$ cat config.mk
export PLATFORM = sky130hd
export DESIGN_NAME = present_iter
export DESIGN_NICKNAME = d
export VERILOG_FILES = /design/src/rtl/present_pkg.sv /design/src/rtl/present_sbox.sv /design/src/rtl/present_iter.sv
export SDC_FILE = /design/constraint.sdc
export NUM_CORES = 1
export LEC_CHECK = 0
export BUFFER_PORTS_ARGS = -buffer_cell sky130_fd_sc_hd__buf_4
export CAP_MARGIN = 10
export CORE_MARGIN = 5
export CORE_UTILIZATION = 52
export CTS_CLUSTER_SIZE = 40
export DETAILED_ROUTE_END_ITERATION = 8
export HOLD_SLACK_MARGIN = 0.12
export PLACE_DENSITY = 0.78
export SLEW_MARGIN = 20
export SYNTH_ARGS = -nofsm -noshare
export SYNTH_HDL_FRONTEND = slang
export SYNTH_SLANG_ARGS = --single-unit
export TNS_END_PERCENT = 100
$ cat constraint.sdc
create_clock -name clk -period 7 [get_ports clk]
set_input_delay 0.7 -clock clk [delete_from_list [all_inputs] [get_ports clk]]
set_output_delay 0.7 -clock clk [all_outputs]
set_load 0.02 [all_outputs]
$ cat src/rtl/present_pkg.sv
// Shared PRESENT definitions: S-box table, P-layer permutation, default round
// count and the FSM state encoding used by the iterative core.
package present_pkg;

    localparam int DEFAULT_ROUNDS = 31;

    // Nibble i of the table is S(i); S = C,5,6,B,9,0,A,D,3,E,F,8,4,7,1,2.
    localparam logic [63:0] SBOX_TABLE = 64'h2174_8FE3_DA09_B65C;

    typedef enum logic [1:0] {
        IDLE = 2'd0,
        RUN  = 2'd1,
        DONE = 2'd2
    } fsm_e;

    function automatic logic [3:0] sbox_lookup(input logic [3:0] x);
        return SBOX_TABLE[{x, 2'b00} +: 4];
    endfunction

    // Bit i moves to 16*i mod 63; bit 63 stays in place.
    function automatic logic [63:0] p_layer(input logic [63:0] x);
        logic [63:0] y;
        y = 64'h0;
        for (int i = 0; i < 63; i++) begin
            y[(16 * i) % 63] = x[i];
        end
        y[63] = x[63];
        return y;
    endfunction

endpackage

$ cat src/rtl/present_sbox.sv
// Combinational 4-bit PRESENT S-box.
module present_sbox
    import present_pkg::*;
(
    input  logic [3:0] nib_i,
    output logic [3:0] nib_o
);

    assign nib_o = sbox_lookup(nib_i);

endmodule

$ cat src/rtl/present_iter.sv
// Iterative PRESENT encryptor: one round per clock, 80- or 128-bit key,
// valid/ready handshake on both the job input and the ciphertext output.
module present_iter
    import present_pkg::*;
#(
    parameter int KEY_W  = 80,
    parameter int ROUNDS = DEFAULT_ROUNDS
) (
    input  logic             clk,
    input  logic             rst,
    input  logic             in_valid,
    output logic             in_ready,
    input  logic [63:0]      state,
    input  logic [KEY_W-1:0] keys,
    output logic             out_valid,
    input  logic             out_ready,
    output logic [63:0]      result,
    output logic             busy
);

    localparam logic [4:0] LAST_CNT = 5'(ROUNDS);

    fsm_e             fsm_q;
    logic [63:0]      state_q;
    logic [KEY_W-1:0] key_q;
    logic [4:0]       cnt_q;
    logic [63:0]      result_q;
    logic             in_ready_q;
    logic             out_valid_q;
    logic             busy_q;

    logic [63:0]      mix_s;
    logic [63:0]      sb_s;
    logic [63:0]      rnd_d;
    logic [KEY_W-1:0] key_rot_s;
    logic [KEY_W-1:0] key_d;

    assign mix_s = state_q ^ key_q[KEY_W-1 -: 64];

    for (genvar g = 0; g < 16; g++) begin : g_state_sbox
        present_sbox u_sbox (
            .nib_i (mix_s[4*g +: 4]),
            .nib_o (sb_s[4*g +: 4])
        );
    end

    assign rnd_d     = p_layer(sb_s);
    assign key_rot_s = {key_q[KEY_W-62:0], key_q[KEY_W-1:KEY_W-61]};

    if (KEY_W == 80) begin : g_key80
        logic [3:0] ks_hi_s;
        present_sbox u_ksbox (
            .nib_i (key_rot_s[79:76]),
            .nib_o (ks_hi_s)
        );
        assign key_d = {ks_hi_s, key_rot_s[75:20], key_rot_s[19:15] ^ cnt_q, key_rot_s[14:0]};
    end else if (KEY_W == 128) begin : g_key128
        logic [3:0] ks_hi_s;
        logic [3:0] ks_lo_s;
        present_sbox u_ksbox_hi (
            .nib_i (key_rot_s[127:124]),
            .nib_o (ks_hi_s)
        );
        present_sbox u_ksbox_lo (
            .nib_i (key_rot_s[123:120]),
            .nib_o (ks_lo_s)
        );
        assign key_d = {ks_hi_s, ks_lo_s, key_rot_s[119:67], key_rot_s[66:62] ^ cnt_q, key_rot_s[61:0]};
    end else begin : g_key_bad
        $error("present_iter: KEY_W must be 80 or 128");
        assign key_d = key_rot_s;
    end

    // Control FSM, round datapath registers and registered handshake outputs.
    always_ff @(posedge clk or posedge rst) begin
        if (rst) begin
            fsm_q       <= IDLE;
            state_q     <= 64'h0;
            key_q       <= '0;
            cnt_q       <= 5'd0;
            result_q    <= 64'h0;
            in_ready_q  <= 1'b1;
            out_valid_q <= 1'b0;
            busy_q      <= 1'b0;
        end else begin
            case (fsm_q)
                IDLE: begin
                    if (in_valid) begin
                        state_q    <= state;
                        key_q      <= keys;
                        cnt_q      <= 5'd1;
                        fsm_q      <= RUN;
                        in_ready_q <= 1'b0;
                        busy_q     <= 1'b1;
                    end
                end
                RUN: begin
                    state_q <= rnd_d;
                    key_q   <= key_d;
                    cnt_q   <= cnt_q + 5'd1;
                    // Final round: whiten with the freshly derived last round key.
                    if (cnt_q == LAST_CNT) begin
                        result_q    <= rnd_d ^ key_d[KEY_W-1 -: 64];
                        fsm_q       <= DONE;
                        busy_q      <= 1'b0;
                        out_valid_q <= 1'b1;
                    end
                end
                DONE: begin
                    if (out_ready) begin
                        fsm_q       <= IDLE;
                        out_valid_q <= 1'b0;
                        in_ready_q  <= 1'b1;
                    end
                end
                default: begin
                    fsm_q       <= IDLE;
                    in_ready_q  <= 1'b1;
                    out_valid_q <= 1'b0;
                    busy_q      <= 1'b0;
                end
            endcase
        end
    end

    assign in_ready  = in_ready_q;
    assign out_valid = out_valid_q;
    assign busy      = busy_q;
    assign result    = result_q;

endmodule

==> run metrics <==
outcome=complete, no violations; clock slew at reported path FFs=0.06 ns; post-synthesis sequential area ratio=0.397; Gate Count Post-Synth=1386; clock sink count=218; Clock Tree Buf Depth=3; most common cell after layout, fill and taps aside=buf_4; RR Startpoint=fsm_q[1]; synthesized area per cell=9.92 um^2; die area=29800 um^2; Post-Route Setup TNS=0 ns; Post-CTS Hold Buffers=0; Final Cycle Share=0.496; Syn. warnings=0; Initial DRC Count=1156; Worst Setup End Kind=register; clock root buffer=clkbuf_16; total grt overflow=0; Setup CP Type=register to register; Hold Vio Cnt, Final=0; antenna viol nets, final=0; Slew @ Worst Pin=0.985 ns; Die Y=173 um; clk_lat worst skew=0.52 ns; total iterations of the first detailed-routing run=5; vias in the first global route=11100; hold crit path type=input port to async pin; Setup Viol. Count Final=0; HPWL Detailed=31.2 mm; unrepaired setup endpoints after global routing=no; DRC=0; R2R Setup Slk=3.53 ns; IO Port Bufs=214; Die X=173 um; CP cell instances=buf_4 > and2b_4 > nor2_4 > buf_4 > o21ai_0 > o21ai_0; maxcap violations=0; CP max FO=48; Clock Skew=0.0114 ns; pin count of the biggest net entering global routing=130; Ant. Diodes=0; core area=26100 um^2; syn_nets=1637; Synth cell types=38; critical path's largest stage delay=0.82 ns; final WL=41.9 mm; CP arrival=3.90 ns; CTS tree=done; nets@finish=1799; IO Count=215; Pins Over Slew Limit=0; Max-Slew Margin vs Limit=0.343; initial antenna violation count=0; Synth-to-Final Area Change=18.2%; WP data required=7.43 ns; commonest cells after routing, fill and taps aside=buf_4, dfrtp_1, nand2_1; cts repair resizes=0; r2r worst-path depth=6; slowest stage cell, crit path=dfrtp_2; CTS H-tree depth=1; setup bufs post-CTS=0; Fmax=0.288 GHz; synthesis-stage register bit count=218; largest cells by area after synthesis=dfrtp_1, ha_1, o21ai_0, a21oi_1, and3b_1; top cell type's share of synthesized area=0.395; post-layout min period=3.47 ns; row count=59; WL/cell=22.1 um; first-pass GRT wire length=64.1 mm; cts bufs inserted=24; crit start category=register; Placer Congestion=0.945; fraction of layout cells with a size suffix above 1=0.204; Mapped Area=13800 um^2; Initial Util=0.528; total track usage=0.271; Yosys top cell by area=dfrtp_1; R2R Path End=cnt_q[2]; vias=11100; via/cell ratio=5.83
## registers in the layout, indices dropped and copies added, names as in the netlist
signal	count
state_q	64
cnt_q	5
out_valid	1
busy	1
key_q	80
in_ready	1
result	64
fsm_q	2
## worst max-delay path by stage
stage          cells past startpoint     start  slack [ns]           to
6_report                           6  fsm_q[1]        3.53     cnt_q[2]
5_1_grt                            6  fsm_q[1]        3.37  state_q[25]
4_1_cts                            6  fsm_q[1]        3.61  state_q[29]
3_5_place_dp                       6  in_valid        3.48  state_q[21]
3_3_place_gp                       6  in_valid        3.60  state_q[17]
2_1_floorplan                      1       rst        0.34         busy
## Yosys cell counts
cell type / instances
dfrtp_1: 217
nand2_1: 164
o21ai_0: 151
a21oi_1: 143
ha_1: 103
and3b_1: 72
inv_1: 70
clkbuf_1: 60
mux2i_1: 56
xnor2_1: 55
xor2_1: 55
nor2b_1: 39
a211oi_1: 37
mux4_2: 27
nor2_1: 22
buf_2: 16
xnor2_2: 15
nor3_1: 13
o21ai_1: 13
o22ai_1: 7
xor2_2: 7
buf_4: 6
mux4_1: 6
nor3b_1: 5
o22a_1: 5
buf_1: 4
a22o_1: 3
a22oi_1: 3
mux2_2: 2
nand2b_1: 2
a21o_1: 1
and2b_1: 1
and3_1: 1
dfstp_2: 1
nand3_1: 1
o21ai_2: 1
or2_2: 1
xor2_4: 1
## per-layer routing
metal | vias to the layer above | track usage | share of wire
met2 | 521 | 0.430 | 0.46
met3 | 86 | 0.0672 | 0.098
met4 | 0 | 0.0924 | 0.039
met5 | - | 0 | 0
met1 | 5380 | 0.366 | 0.40
li1 | 5080 | - | -
## kinds of logic after synthesis
logic type | after synthesis | share of synthesized area
AOI/OAI and AO/OA | 364 | 0.143
xor gates and xnor gates | 133 | 0.0981
adders and majority gates | 103 | 0.0937
buffers and inverters | 156 | 0.0457
DFF | 218 | 0.397
muxes | 91 | 0.0981
and+or+nand+nor | 321 | 0.125
## worst max-delay path: cells and delay by family (launching register included)
| kind | cells | cell delay (ns) |
|---|---|---|
| AO/OA/AOI/OAI | 2 | 0.26 |
| buffers and inverters | 2 | 1.08 |
| flip-flops | 1 | 0.82 |
| AND/OR/NAND/NOR | 2 | 1.11 |
## area by class of cell
class                      instances  area (um^2)
fill                            2110         9800
multi-input combinational       1012         7700
sequential                       218         5460
timing repair buffer             222         1670
clock buffer                      33          676
tap                              335          419
inverter                          70          270
clock inverter                     8         65.1
## per-stage QoR
stage / hold slack [ns] / std cells / util / setup WS, ns / instance area (um^2)
after floorplan: 0.491 / 1386 / - / 0.337 / 13800
after global placement: 0.463 / 1857 / 0.595 / 3.60 / 15500
after detailed placement: 0.472 / 1857 / 0.595 / 3.48 / 15500
after CTS: 0.334 / 1898 / 0.624 / 3.61 / 16300
after global routing: 0.353 / 1898 / 0.624 / 3.37 / 16300
final: 0.284 / 1898 / 0.624 / 3.53 / 16300
Power is not shown: default switching activity piles up to over one toggle a cycle in this logic, so the estimate is an artifact.
